===== src/rtl/ldpc_qc_encoder_pkg.sv =====
// ============================================================================
// Module   : ldpc_qc_encoder_pkg
// Purpose  : Shared defaults, zero-circulant marker and FSM state encoding.
// Revision : 1.0 - initial release
// ============================================================================
`default_nettype none

package ldpc_qc_encoder_pkg;

  localparam int DATA_W_DEF = 8;
  localparam int R_DEF      = 5;
  localparam int C_DEF      = 3;
  localparam int D_DEF      = 8;

  // An all-ones shift marks an all-zero circulant.
  localparam logic [DATA_W_DEF-1:0] ZERO_SHIFT = '1;

  typedef enum logic [0:0] {
    ST_ACCUM = 1'b0,
    ST_EMIT  = 1'b1
  } state_e;

endpackage

`default_nettype wire


===== src/rtl/ldpc_qc_encoder_qc_rotate.sv =====
// ============================================================================
// Module   : qc_rotate
// Purpose  : D-bit circulant rotate y[k] = x[(k+s) mod D]; all-ones s gives 0.
// Revision : 1.0 - initial release
// ============================================================================
`default_nettype none

module qc_rotate
  import ldpc_qc_encoder_pkg::*;
#(
  parameter int data_w = DATA_W_DEF,
  parameter int D      = D_DEF
) (
  input  logic [D-1:0]      data_i,
  input  logic [data_w-1:0] shift_i,
  output logic [D-1:0]      data_o
);

  logic [31:0] smod;
  logic [D-1:0] rotated;

  assign smod    = 32'(shift_i) % 32'(D);
  // Left shift by D when smod==0 yields zero, leaving the plain copy intact.
  assign rotated = (data_i >> smod) | (data_i << (32'(D) - smod));
  assign data_o  = (&shift_i) ? '0 : rotated;

endmodule

`default_nettype wire


===== src/rtl/ldpc_qc_encoder.sv =====
// ============================================================================
// Module   : ldpc_qc_encoder
// Purpose  : Streaming QC-LDPC systematic encoder: K info blocks then C parity.
// Revision : 1.0 - initial release
// ============================================================================
`default_nettype none

module ldpc_qc_encoder
  import ldpc_qc_encoder_pkg::*;
#(
  parameter int data_w = DATA_W_DEF,
  parameter int R      = R_DEF,
  parameter int C      = C_DEF,
  parameter int D      = D_DEF
) (
  input  logic                      clk,
  input  logic                      rst,
  input  logic [data_w*C*(R-C)-1:0] shift_in,
  input  logic [D-1:0]              in_data,
  input  logic                      in_valid,
  output logic                      in_ready,
  output logic [D-1:0]              out_data,
  output logic                      out_valid,
  input  logic                      out_ready,
  output logic                      out_last
);

  localparam int K     = R - C;
  localparam int CNT_W = (R > 2) ? $clog2(R) : 1;
  localparam logic [CNT_W-1:0] K_LAST = CNT_W'(K - 1);
  localparam logic [CNT_W-1:0] C_LAST = CNT_W'(C - 1);

  state_e                  state_q;
  logic [CNT_W-1:0]        cnt_q;
  logic [data_w*C*K-1:0]   shift_q;
  logic [D-1:0]            acc_q [C];
  logic [D-1:0]            rot   [C];
  logic [D-1:0]            emit_blk;
  logic                    first_blk;
  logic                    accept;
  logic                    emit_load;

  assign first_blk = (cnt_q == '0);
  assign in_ready  = (state_q == ST_ACCUM) && (!out_valid || out_ready);
  assign accept    = in_valid && in_ready;
  assign emit_load = (state_q == ST_EMIT) && (!out_valid || out_ready);

  // Block 0 takes its shifts straight from the port; later blocks use the copy.
  for (genvar i = 0; i < C; i++) begin : g_row
    logic [data_w-1:0] row_shift;
    assign row_shift = first_blk ? shift_in[(i*K)*data_w +: data_w]
                                 : shift_q[(i*K + int'(cnt_q))*data_w +: data_w];
    qc_rotate #(.data_w(data_w), .D(D)) u_rot (
      .data_i  (in_data),
      .shift_i (row_shift),
      .data_o  (rot[i])
    );
  end

  always_comb begin
    emit_blk = '0;
    for (int i = 0; i < C; i++) begin
      if (cnt_q == CNT_W'(i)) emit_blk = acc_q[i];
    end
  end

  always_ff @(posedge clk or negedge rst) begin
    if (!rst) begin
      state_q   <= ST_ACCUM;
      cnt_q     <= '0;
      shift_q   <= '0;
      out_data  <= '0;
      out_valid <= 1'b0;
      out_last  <= 1'b0;
      for (int i = 0; i < C; i++) acc_q[i] <= '0;
    end else begin
      if (out_valid && out_ready) begin
        out_valid <= 1'b0;
        out_last  <= 1'b0;
      end
      case (state_q)
        ST_ACCUM: begin
          if (accept) begin
            out_data  <= in_data;
            out_valid <= 1'b1;
            out_last  <= 1'b0;
            for (int i = 0; i < C; i++)
              acc_q[i] <= first_blk ? rot[i] : (acc_q[i] ^ rot[i]);
            if (first_blk) shift_q <= shift_in;
            if (cnt_q == K_LAST) begin
              state_q <= ST_EMIT;
              cnt_q   <= '0;
            end else begin
              cnt_q <= cnt_q + 1'b1;
            end
          end
        end
        ST_EMIT: begin
          if (emit_load) begin
            out_data  <= emit_blk;
            out_valid <= 1'b1;
            if (cnt_q == C_LAST) begin
              out_last <= 1'b1;
              state_q  <= ST_ACCUM;
              cnt_q    <= '0;
            end else begin
              out_last <= 1'b0;
              cnt_q    <= cnt_q + 1'b1;
            end
          end
        end
        default: state_q <= ST_ACCUM;
      endcase
    end
  end

endmodule

`default_nettype wire


===== config.mk =====
export PLATFORM = sky130hd
export DESIGN_NAME = ldpc_qc_encoder
export DESIGN_NICKNAME = d
export VERILOG_FILES = /design/src/rtl/ldpc_qc_encoder_pkg.sv /design/src/rtl/ldpc_qc_encoder_qc_rotate.sv /design/src/rtl/ldpc_qc_encoder.sv
export SDC_FILE = /design/constraint.sdc
export NUM_CORES = 1
export LEC_CHECK = 0
export CORE_ASPECT_RATIO = 1.75
export CORE_MARGIN = 2
export CORE_UTILIZATION = 40
export DETAILED_ROUTE_END_ITERATION = 7
export HOLD_SLACK_MARGIN = 0.06
export PLACE_DENSITY = 0.71
export SLEW_MARGIN = 25
export SYNTH_ARGS = -nofsm -noshare
export SYNTH_HDL_FRONTEND = slang
export SYNTH_SLANG_ARGS = --single-unit

===== constraint.sdc =====
create_clock -name clk -period 7.95 [get_ports clk]
set_clock_uncertainty 0.2 [all_clocks]
set_input_delay 1.59 -clock clk [delete_from_list [all_inputs] [get_ports clk]]
set_output_delay 1.59 -clock clk [all_outputs]
set_load 0.05 [all_outputs]

==> results.sh, run 1 <==
export IMPL_die_h_um=171
export IMPL_slowest_stage="a221o_1"
export IMPL_synth_cells=782
export IMPL_cts_setup_buffers=0
export IMPL_ff2ff_setup_slack_ps=3030
export IMPL_crit_arrival_ps=4990
export IMPL_cts_buffer_depth=2
export IMPL_p_total_mw=3.73
export IMPL_end_kind="flop"
export IMPL_path_cells="inv_1, ha_1, nor3b_2, a221o_1, inv_1, ha_1, xnor2_1, mux2_2, a31o_1, a21oi_2, xnor2_1"
export IMPL_rsz0062_at_grt="no"
export IMPL_wire_per_inst_um=18.8
export IMPL_power_leakage_nw=3.22
export IMPL_cts_buffers=9
export IMPL_critPathMaxStageDelay_ps=700
export IMPL_clock_fmax_mhz=203
export IMPL_start_util_pct=40.5
export IMPL_status="complete, no violations"
export IMPL_antenna_found_initial=0
export IMPL_dr_total_vias=5942
export IMPL_final_cell_mix="nand2_1, dfrtp_1, clkdlybuf4s50_1"
export IMPL_grt_overflow=0
export IMPL_slew_headroom_pct=33.0
export IMPL_grt_pass1_vias=5991
export IMPL_syn_nets=852
export IMPL_holdCritStartpoint="shift_q[19]$_DFFE_PN0P_"
export IMPL_hold_ws_ps=271
export IMPL_drive_gt1_share_pct=8.46
export IMPL_synth_distinct_cells=75
export IMPL_clock_latency_ps=350
export IMPL_hold_violations=0
export IMPL_required_ps=8020
export IMPL_setup_viol=0
export IMPL_whs_endpoint="shift_q[19]$_DFFE_PN0P_"
export IMPL_slew_viol_final=0
export IMPL_htree_levels=3
export IMPL_critPathKind="flop to flop"
export IMPL_path_max_fanout=21
export IMPL_fin_setup_tns_ps=0
export IMPL_p_sw_share_pct=48.8
export IMPL_io_buffers=70
export IMPL_synth_top_cell_by_area="dfrtp_1"
export IMPL_routed_wl_mm=18.9
export IMPL_synth_edf_count=0
export IMPL_r2r_start="cnt_q[1]$_DFFE_PN0P_"
export IMPL_synth_seq_cells=86
export IMPL_p_int_mw=1.91
export IMPL_die_x_um=99.6
export IMPL_cts_root_buf="clkbuf_16"
export IMPL_core_area_um2=15800
export IMPL_start_kind="flop"
export IMPL_gp_congestion=0.928
export IMPL_core_rowCount=61
export IMPL_antenna_left=0
export IMPL_fin_crit_ps=4920
export IMPL_pwr_share_comb_pct=66.7
export IMPL_drc=0
export IMPL_post_cts_resized=0
export IMPL_nets=883
export IMPL_yosysWarnings=0
export IMPL_postSynthAreaPerCell_um2=8.18
export IMPL_crit_family="compound AO/OA/AOI/OAI gates"
export IMPL_vdd_ir_drop_max_uv=180
export IMPL_r2r_cells=11
export IMPL_whs_path_depth=2
export IMPL_layout_commonest_cell="nand2_1"
export IMPL_min_period_over_period_pct=61.9
export IMPL_power_frac_seq_pct=21.7
export IMPL_power_switching_mw=1.82
export IMPL_power_density_nw_per_um2=500
export IMPL_first_pass_iters=5
export IMPL_p_clk_share_pct=11.6
export IMPL_worst_pin_slew_ps=1000
export IMPL_ys_seq_area_share_pct=33.7
export IMPL_dp_hpwl_mm=13.9
export IMPL_ctsHoldBuffers=0
export IMPL_syn_cell_area_um2=6390
export IMPL_viasPerCell=5.91
export IMPL_area_growth_pct=16.7
export IMPL_synthArstFlopShare_pct=100
export IMPL_cts_sinks=86
export IMPL_grt_total_usage_pct=23.0
export IMPL_worstHoldPathType="flop to flop"
export IMPL_ys_flop_type="dfrtp_1"
export IMPL_r2r_end="acc_q[13]$_DFFE_PN0P_"
export IMPL_synthTopCellsByArea="dfrtp_1, nand2_1, mux4_2"
export IMPL_n_antenna_cell=0
export IMPL_cts_tree="yes"
export IMPL_grt_start_max_net_pins=87
export IMPL_grt_pass1_wl_mm=30.9
export IMPL_max_cap_violations=0
export IMPL_clk_pin_slew_ps=60
export IMPL_yosysTopAreaCellShare_pct=33.7
export IMPL_ios=71
export IMPL_drtIter0Drc=532
export IMPL_critical_path_buf_inv_count=2
export IMPL_dieArea_um2=17100
==> routing by layer <==
layer / vias to the layer above / track usage [%] / wire length [µm]
met3: 65 / 2.72 / 731
met1: 2825 / 25.4 / 7150
met5: - / 0 / 0
met2: 193 / 41.3 / 10000
met4: 0 / 14.6 / 1040
li1: 2859 / - / -
==> how the worst max path moves through the flow <==
stage / start / to / slack, ps / cells past startpoint
after floorplan: shift_in[16] / acc_q[15]$_DFFE_PN0P_ / 3830 / 10
after global placement: shift_in[16] / acc_q[13]$_DFFE_PN0P_ / 2790 / 10
after detailed placement: shift_in[16] / acc_q[13]$_DFFE_PN0P_ / 2720 / 10
after CTS: cnt_q[0]$_DFFE_PN0P_ / acc_q[13]$_DFFE_PN0P_ / 3050 / 12
after global routing: cnt_q[1]$_DFFE_PN0P_ / acc_q[13]$_DFFE_PN0P_ / 2540 / 11
final: cnt_q[1]$_DFFE_PN0P_ / acc_q[13]$_DFFE_PN0P_ / 3030 / 11
==> worst min-delay path, stage by stage (launching register included) <==
cell and delay (ps):
dfrtp_1 340, nand2_1 50, nand2_1 50
==> cell usage after synthesis, types with 4 or more instances <==
master	count
a21oi_1	24
a22oi_1	16
a211oi_1	10
o21ai_0	36
o22ai_1	7
ha_1	10
mux2i_1	31
or3_1	4
nand3_1	33
nand2b_1	9
and3_1	6
a211o_1	6
mux2_2	6
dfrtp_1	86
buf_1	4
o211ai_1	5
and2_1	4
nand3b_1	9
nor2_1	31
xnor2_1	25
nor4_1	4
a31oi_1	14
clkbuf_1	37
buf_2	14
nand4_1	6
nor3_1	18
mux4_2	16
nand2_1	220
inv_1	13
a21o_1	4
nor2b_1	4
==> through the flow <==
| stage | instances | utilization, % | setup slack, ps | cell area (µm²) |
|---|---|---|---|---|
| 6_report | 1005 | 47.2 | 3030 | 7460 |
| 5_1_grt | 1005 | 47.2 | 2540 | 7460 |
| 4_1_cts | 1005 | 47.2 | 3050 | 7450 |
| 3_5_place_dp | 991 | 45.3 | 2720 | 7150 |
| 3_3_place_gp | 991 | 45.3 | 2790 | 7150 |
| 2_1_floorplan | 782 | - | 3830 | 6390 |
==> logic make-up (layout without fill, tap and decap cells) <==
group	after synthesis	after routing	synth area share, %
compound gates	167	167	18.2
xor+xnor	26	26	3.68
fa+ha+maj	10	10	1.96
buf+inv	74	108	4.91
flops	86	86	33.7
mux	55	55	12.0
simple gates	364	364	25.6
==> area by class of cell <==
| class | count | area [µm²] |
|---|---|---|
| flip-flops and latches | 86 | 2150 |
| fillers | 1515 | 8340 |
| clock buffers | 11 | 253 |
| multi-input cells | 622 | 3950 |
| well taps | 189 | 236 |
| repair buffers | 79 | 769 |
| clock inverters | 3 | 43.8 |
| inverters | 15 | 56.3 |
==> registers in the layout, summed over array words and instances (netlist names) <==
signal     count
shift_q       48
acc_q         24
out_data       8
cnt_q          3
out_last       1
out_valid      1
state_q        1
==> power by group through the flow <==
stage	Clock (mW)	Combinational, mW	Sequential (mW)
finish	0.431	2.49	0.810
global route	0.454	2.72	0.840
CTS	0.434	2.46	0.808
detailed placement	0	2.45	0.816
global placement	0	2.43	0.810
floorplan	0	1.89	0.816
Note: power is estimated with default switching activity, not from simulation.
==> run 2: changes to the inputs <==
--- a/config.mk
+++ b/config.mk
@@ -10,7 +10,7 @@
 export CORE_UTILIZATION = 40
 export DETAILED_ROUTE_END_ITERATION = 7
 export HOLD_SLACK_MARGIN = 0.06
-export PLACE_DENSITY = 0.71
+export PLACE_DENSITY = 0.73
 export SLEW_MARGIN = 25
 export SYNTH_ARGS = -nofsm -noshare
 export SYNTH_HDL_FRONTEND = slang
==> constraint.sdc (replaced) <==
create_clock -name clk -period 4.5 [get_ports clk]
set_clock_uncertainty 0.2 [all_clocks]
set_input_delay 0.9 -clock clk [delete_from_list [all_inputs] [get_ports clk]]
set_output_delay 0.9 -clock clk [all_outputs]
set_load 0.05 [all_outputs]
==> results.sh, run 2 (synthesized netlist as in run 1, its figures left out) <==
export IMPL_status="complete, no violations"
export IMPL_io_buffers=70
export IMPL_rsz0062_at_grt="no"
export IMPL_drc=0
export IMPL_critPathKind="flop to flop"
export IMPL_final_core_util_pct=48.2
export IMPL_dieArea_um2=17100
export IMPL_hold_violations=0
export IMPL_cts_tree="yes"
export IMPL_final_cell_mix="nand2_1, dfrtp_1, clkdlybuf4s50_1"
export IMPL_power_density_nw_per_um2=906
export IMPL_setup_viol=0
export IMPL_area_growth_pct=19.1
export IMPL_slew_headroom_pct=34.9
export IMPL_end_kind="flop"
export IMPL_cts_buffers=9
export IMPL_min_period_over_period_pct=84.0
export IMPL_setup_ws_ps=721
export IMPL_cts_buffer_depth=2
export IMPL_clk_pin_slew_ps=70
export IMPL_gp_congestion=0.979
export IMPL_ctsHoldBuffers=0
export IMPL_max_cap_violations=0
export IMPL_post_route_cell_area_um2=7610
export IMPL_fin_crit_ps=3780
export IMPL_slew_viol_final=0
export IMPL_crit_arrival_ps=3800
export IMPL_critPathMaxStageDelay_ps=590
export IMPL_ios=71
export IMPL_viasPerCell=6.00
export IMPL_nets=895
export IMPL_routed_wl_mm=19.7
export IMPL_dpl_instance_area_um2=7250
export IMPL_worst_pin_slew_ps=974
export IMPL_start_util_pct=40.5
export IMPL_die_h_um=171
export IMPL_power_leakage_nw=3.31
export IMPL_finalNonFillerCells=1019
export IMPL_path_cells="inv_1, ha_1, buf_4, nor3_1, a222oi_1, inv_1, ha_1, nor3_1, a32oi_1, a211oi_1, xnor2_1"
export IMPL_dp_hpwl_mm=14.4
export IMPL_die_x_um=99.6
export IMPL_drive_gt1_share_pct=9.88
export IMPL_largest_reg_flops=48
export IMPL_required_ps=4520
export IMPL_clock_fmax_mhz=265
export IMPL_slowest_stage="a222oi_1"
export IMPL_clock_latency_ps=350
export IMPL_p_total_mw=6.90
export IMPL_grt_overflow=0
export IMPL_dr_total_vias=6114
export IMPL_dp_cells=1003
export IMPL_cts_sinks=86
export IMPL_drtIter0Drc=690
export IMPL_top_register="shift_q"
export IMPL_grt_pass1_vias=6091
export IMPL_top_regs="shift_q: 48 flops, acc_q: 24 flops, out_data: 8 flops"
export IMPL_post_cts_resized=0
export IMPL_vdd_ir_drop_max_uv=357
export IMPL_core_area_um2=15800
export IMPL_dp_slack_ps=578
export IMPL_grt_pass1_wl_mm=31.8
export IMPL_cts_setup_buffers=0
export IMPL_antenna_found_initial=0
export IMPL_path_max_fanout=13
export IMPL_wire_per_inst_um=19.3
export IMPL_worstHoldPathType="flop to flop"
export IMPL_first_pass_iters=7
export IMPL_start_kind="flop"
export IMPL_hold_ws_ps=274
export IMPL_core_rowCount=61
export IMPL_grt_total_usage_pct=23.7
export IMPL_n_antenna_cell=0
export IMPL_htree_levels=3
export IMPL_fin_setup_tns_ps=0
export IMPL_layout_commonest_cell="nand2_1"
export IMPL_grt_start_max_net_pins=75
export IMPL_cts_root_buf="clkbuf_16"
export IMPL_antenna_left=0
==> run 2: worst paths after layout <==
check / start / endpoint / slack [ps] / cells after the start
min in group asynchronous: rst / out_valid$_DFF_PN0_ / 370 / 1
worst max register to register: cnt_q[0]$_DFFE_PN0P_ / acc_q[8]$_DFFE_PN0P_ / 720 / 11
worst min-delay path: shift_q[29]$_DFFE_PN0P_ / shift_q[29]$_DFFE_PN0P_ / 270 / 2
worst max-delay path: cnt_q[0]$_DFFE_PN0P_ / acc_q[8]$_DFFE_PN0P_ / 720 / 11
worst min register to register: shift_q[29]$_DFFE_PN0P_ / shift_q[29]$_DFFE_PN0P_ / 270 / 2
max in group asynchronous: rst / shift_q[34]$_DFFE_PN0P_ / 3040 / 2
==> run 2: final cells by class <==
| class | count | area, µm² |
|---|---|---|
| clock buffers | 10 | 239 |
| clock inverters | 6 | 116 |
| fillers | 1466 | 8180 |
| inverters | 15 | 56.3 |
| multi-input cells | 622 | 3940 |
| flip-flops and latches | 86 | 2150 |
| well taps | 189 | 236 |
| repair buffers | 91 | 872 |
==> run 2: where the power goes <==
group	switching (mW)	leakage [nW]	internal (mW)
Clock	0.339	0.173	0.562
Combinational	2.74	2.07	1.87
Sequential	0.253	1.07	1.14
Total	3.33	3.31	3.57
==> run 2: worst max-delay path: cells and delay by family (launching register included) <==
family,cells,cell delay (ps)
flops,1,390
compound gates,3,1110
simple gates,2,490
buf+inv,3,490
xor+xnor,1,130
fa+ha+maj,2,830
==> run 2: per-layer routing <==
metal / part of all wire (%) / routed length [µm] / global-route usage (%)
met1: 38 / 7380 / 26.9
met2: 51 / 9990 / 40.6
met3: 4.4 / 864 / 3.17
met4: 7.3 / 1430 / 16.7
met5: 0 / 0 / 0
==> run 3: changes to the inputs <==
--- a/config.mk
+++ b/config.mk
@@ -10,7 +10,7 @@
 export CORE_UTILIZATION = 40
 export DETAILED_ROUTE_END_ITERATION = 7
 export HOLD_SLACK_MARGIN = 0.06
-export PLACE_DENSITY = 0.73
+export PLACE_DENSITY = 0.71
 export SLEW_MARGIN = 25
 export SYNTH_ARGS = -nofsm -noshare
 export SYNTH_HDL_FRONTEND = slang
==> constraint.sdc (replaced) <==
create_clock -name clk -period 3.9 [get_ports clk]
set_clock_uncertainty 0.2 [all_clocks]
set_input_delay 0.78 -clock clk [delete_from_list [all_inputs] [get_ports clk]]
set_output_delay 0.78 -clock clk [all_outputs]
set_load 0.05 [all_outputs]
==> results.sh, run 3 (synthesized netlist as in run 1, its figures left out) <==
export IMPL_nets=915
export IMPL_ff2ff_setup_slack_ps=290
export IMPL_core_rowCount=61
export IMPL_finalNonFillerCells=1039
export IMPL_path_max_fanout=16
export IMPL_n_antenna_cell=0
export IMPL_viasPerCell=5.93
export IMPL_fin_crit_ps=3610
export IMPL_dr_total_vias=6165
export IMPL_cts_root_buf="clkbuf_16"
export IMPL_dieArea_um2=17100
export IMPL_grt_pass1_wl_mm=31.0
export IMPL_required_ps=3920
export IMPL_slew_headroom_pct=41.1
export IMPL_min_period_over_period_pct=92.7
export IMPL_max_cap_violations=0
export IMPL_hold_violations=0
export IMPL_rsz0062_at_grt="no"
export IMPL_whs_path_depth=2
export IMPL_cts_buffer_depth=2
export IMPL_worstHoldPathType="flop to flop"
export IMPL_drtIter0Drc=739
export IMPL_clock_fmax_mhz=277
export IMPL_dp_hpwl_mm=14.3
export IMPL_area_growth_pct=20.5
export IMPL_largest_reg_flops=48
export IMPL_regArea_um2=2150
export IMPL_core_area_um2=15800
export IMPL_final_core_util_pct=48.8
export IMPL_r2r_cells=11
export IMPL_critPathKind="flop to flop"
export IMPL_grt_total_usage_pct=22.9
export IMPL_status="complete, no violations"
export IMPL_r2r_end="acc_q[8]$_DFFE_PN0P_"
export IMPL_power_density_nw_per_um2=1030
export IMPL_antenna_left=0
export IMPL_grt_pass1_vias=5979
export IMPL_top_register="shift_q"
export IMPL_wire_per_inst_um=18.5
export IMPL_grt_overflow=0
export IMPL_dp_cells=1022
export IMPL_vdd_ir_drop_max_uv=451
export IMPL_die_x_um=99.6
export IMPL_cts_tree="yes"
export IMPL_multi_input_area_um2=3950
export IMPL_ctsHoldBuffers=0
export IMPL_io_buffers=70
export IMPL_cp_endpoint="acc_q[8]$_DFFE_PN0P_"
export IMPL_fin_setup_tns_ps=0
export IMPL_drive_gt1_share_pct=12.1
export IMPL_power_leakage_nw=3.38
export IMPL_final_cell_mix="nand2_1, dfrtp_1, clkdlybuf4s50_1"
export IMPL_cts_buffers=9
export IMPL_clock_latency_ps=350
export IMPL_gp_congestion=0.981
export IMPL_p_total_mw=7.93
export IMPL_slew_viol_final=0
export IMPL_layout_commonest_cell="nand2_1"
export IMPL_drc=0
export IMPL_r2r_start="cnt_q[0]$_DFFE_PN0P_"
export IMPL_ios=71
export IMPL_setup_viol=0
export IMPL_antenna_found_initial=0
export IMPL_first_pass_iters=5
export IMPL_routed_wl_mm=19.2
export IMPL_top_regs="shift_q: 48 flops, acc_q: 24 flops, out_data: 8 flops"
export IMPL_post_route_cell_area_um2=7710
export IMPL_die_h_um=171
export IMPL_crit_arrival_ps=3630
export IMPL_clk_pin_slew_ps=70
export IMPL_grt_start_max_net_pins=87
export IMPL_htree_levels=3
export IMPL_worst_pin_slew_ps=881
export IMPL_start_kind="flop"
export IMPL_fillers=1518
export IMPL_end_kind="flop"
export IMPL_start_util_pct=40.5
export IMPL_crit_start="cnt_q[0]$_DFFE_PN0P_"
export IMPL_dpl_instance_area_um2=7400
export IMPL_cts_sinks=86
[run 3: cell types whose count changed in the layout (fill, tap and decap cells not counted)]
cell	change
clkinv_2	+1
bufinv_16	-2
xnor2_2	+1
nor2_2	+1
o21ai_1	+1
buf_4	+21
clkinv_4	-1
buf_12	-1
clkbuf_8	-1
xnor2_1	-1
o21ai_2	-1
inv_6	+3
nor2_1	-1
[run 3: per-stage QoR]
stage,hold WS (ps),setup WS [ps]
floorplan,240,-46.4
global placement,254,176
detailed placement,261,175
CTS,277,227
global route,299,93.0
finish,274,286
[run 3: layout make-up]
class	count	share of cell area, %
clock buffer	9	2.92
clock inverter	7	1.02
inverter	15	0.731
multi-input combinational	622	51.2
sequential	86	27.9
tap	189	3.07
timing repair buffer	111	13.1
[run 3: routing by layer]
layer  track usage, %  vias to the layer above  wire length [µm]
met5                0                        -                 0
met4             12.9                        0               975
met3             2.48                       65               887
met2             41.4                      268             10100
met1             25.9                     2915              7260
li1                 -                     2917                 -
[run 3: worst min-delay path by stage]
stage,from,end,slack (ps)
detailed placement,shift_q[24]$_DFFE_PN0P_,shift_q[24]$_DFFE_PN0P_,260
global placement,shift_q[16]$_DFFE_PN0P_,shift_q[16]$_DFFE_PN0P_,250
global route,shift_q[11]$_DFFE_PN0P_,shift_q[11]$_DFFE_PN0P_,300
CTS,shift_q[24]$_DFFE_PN0P_,shift_q[24]$_DFFE_PN0P_,280
finish,shift_q[8]$_DFFE_PN0P_,shift_q[8]$_DFFE_PN0P_,270
floorplan,shift_q[24]$_DFFE_PN0P_,shift_q[24]$_DFFE_PN0P_,240
[run 3: critical path, stage by stage, from the launching register on]
cell	delay, ps
dfrtp_1	350
inv_1	80
ha_1	290
buf_4	190
nor3b_2	410
a221o_1	280
buf_4	250
ha_1	320
nor3_1	320
a32oi_1	150
a211oi_1	490
xnor2_1	130
[run 3: power by group]
part           switching, mW  internal, mW  total [mW]
Sequential             0.265          1.32        1.58
Combinational           3.17          2.27        5.44
Clock                  0.401         0.507       0.907
[run 3: timing repair]
item                       4_1_cts  5_1_grt
setup endpoints to repair        0        1
resized for setup                0        0
buffers inserted                 0        1
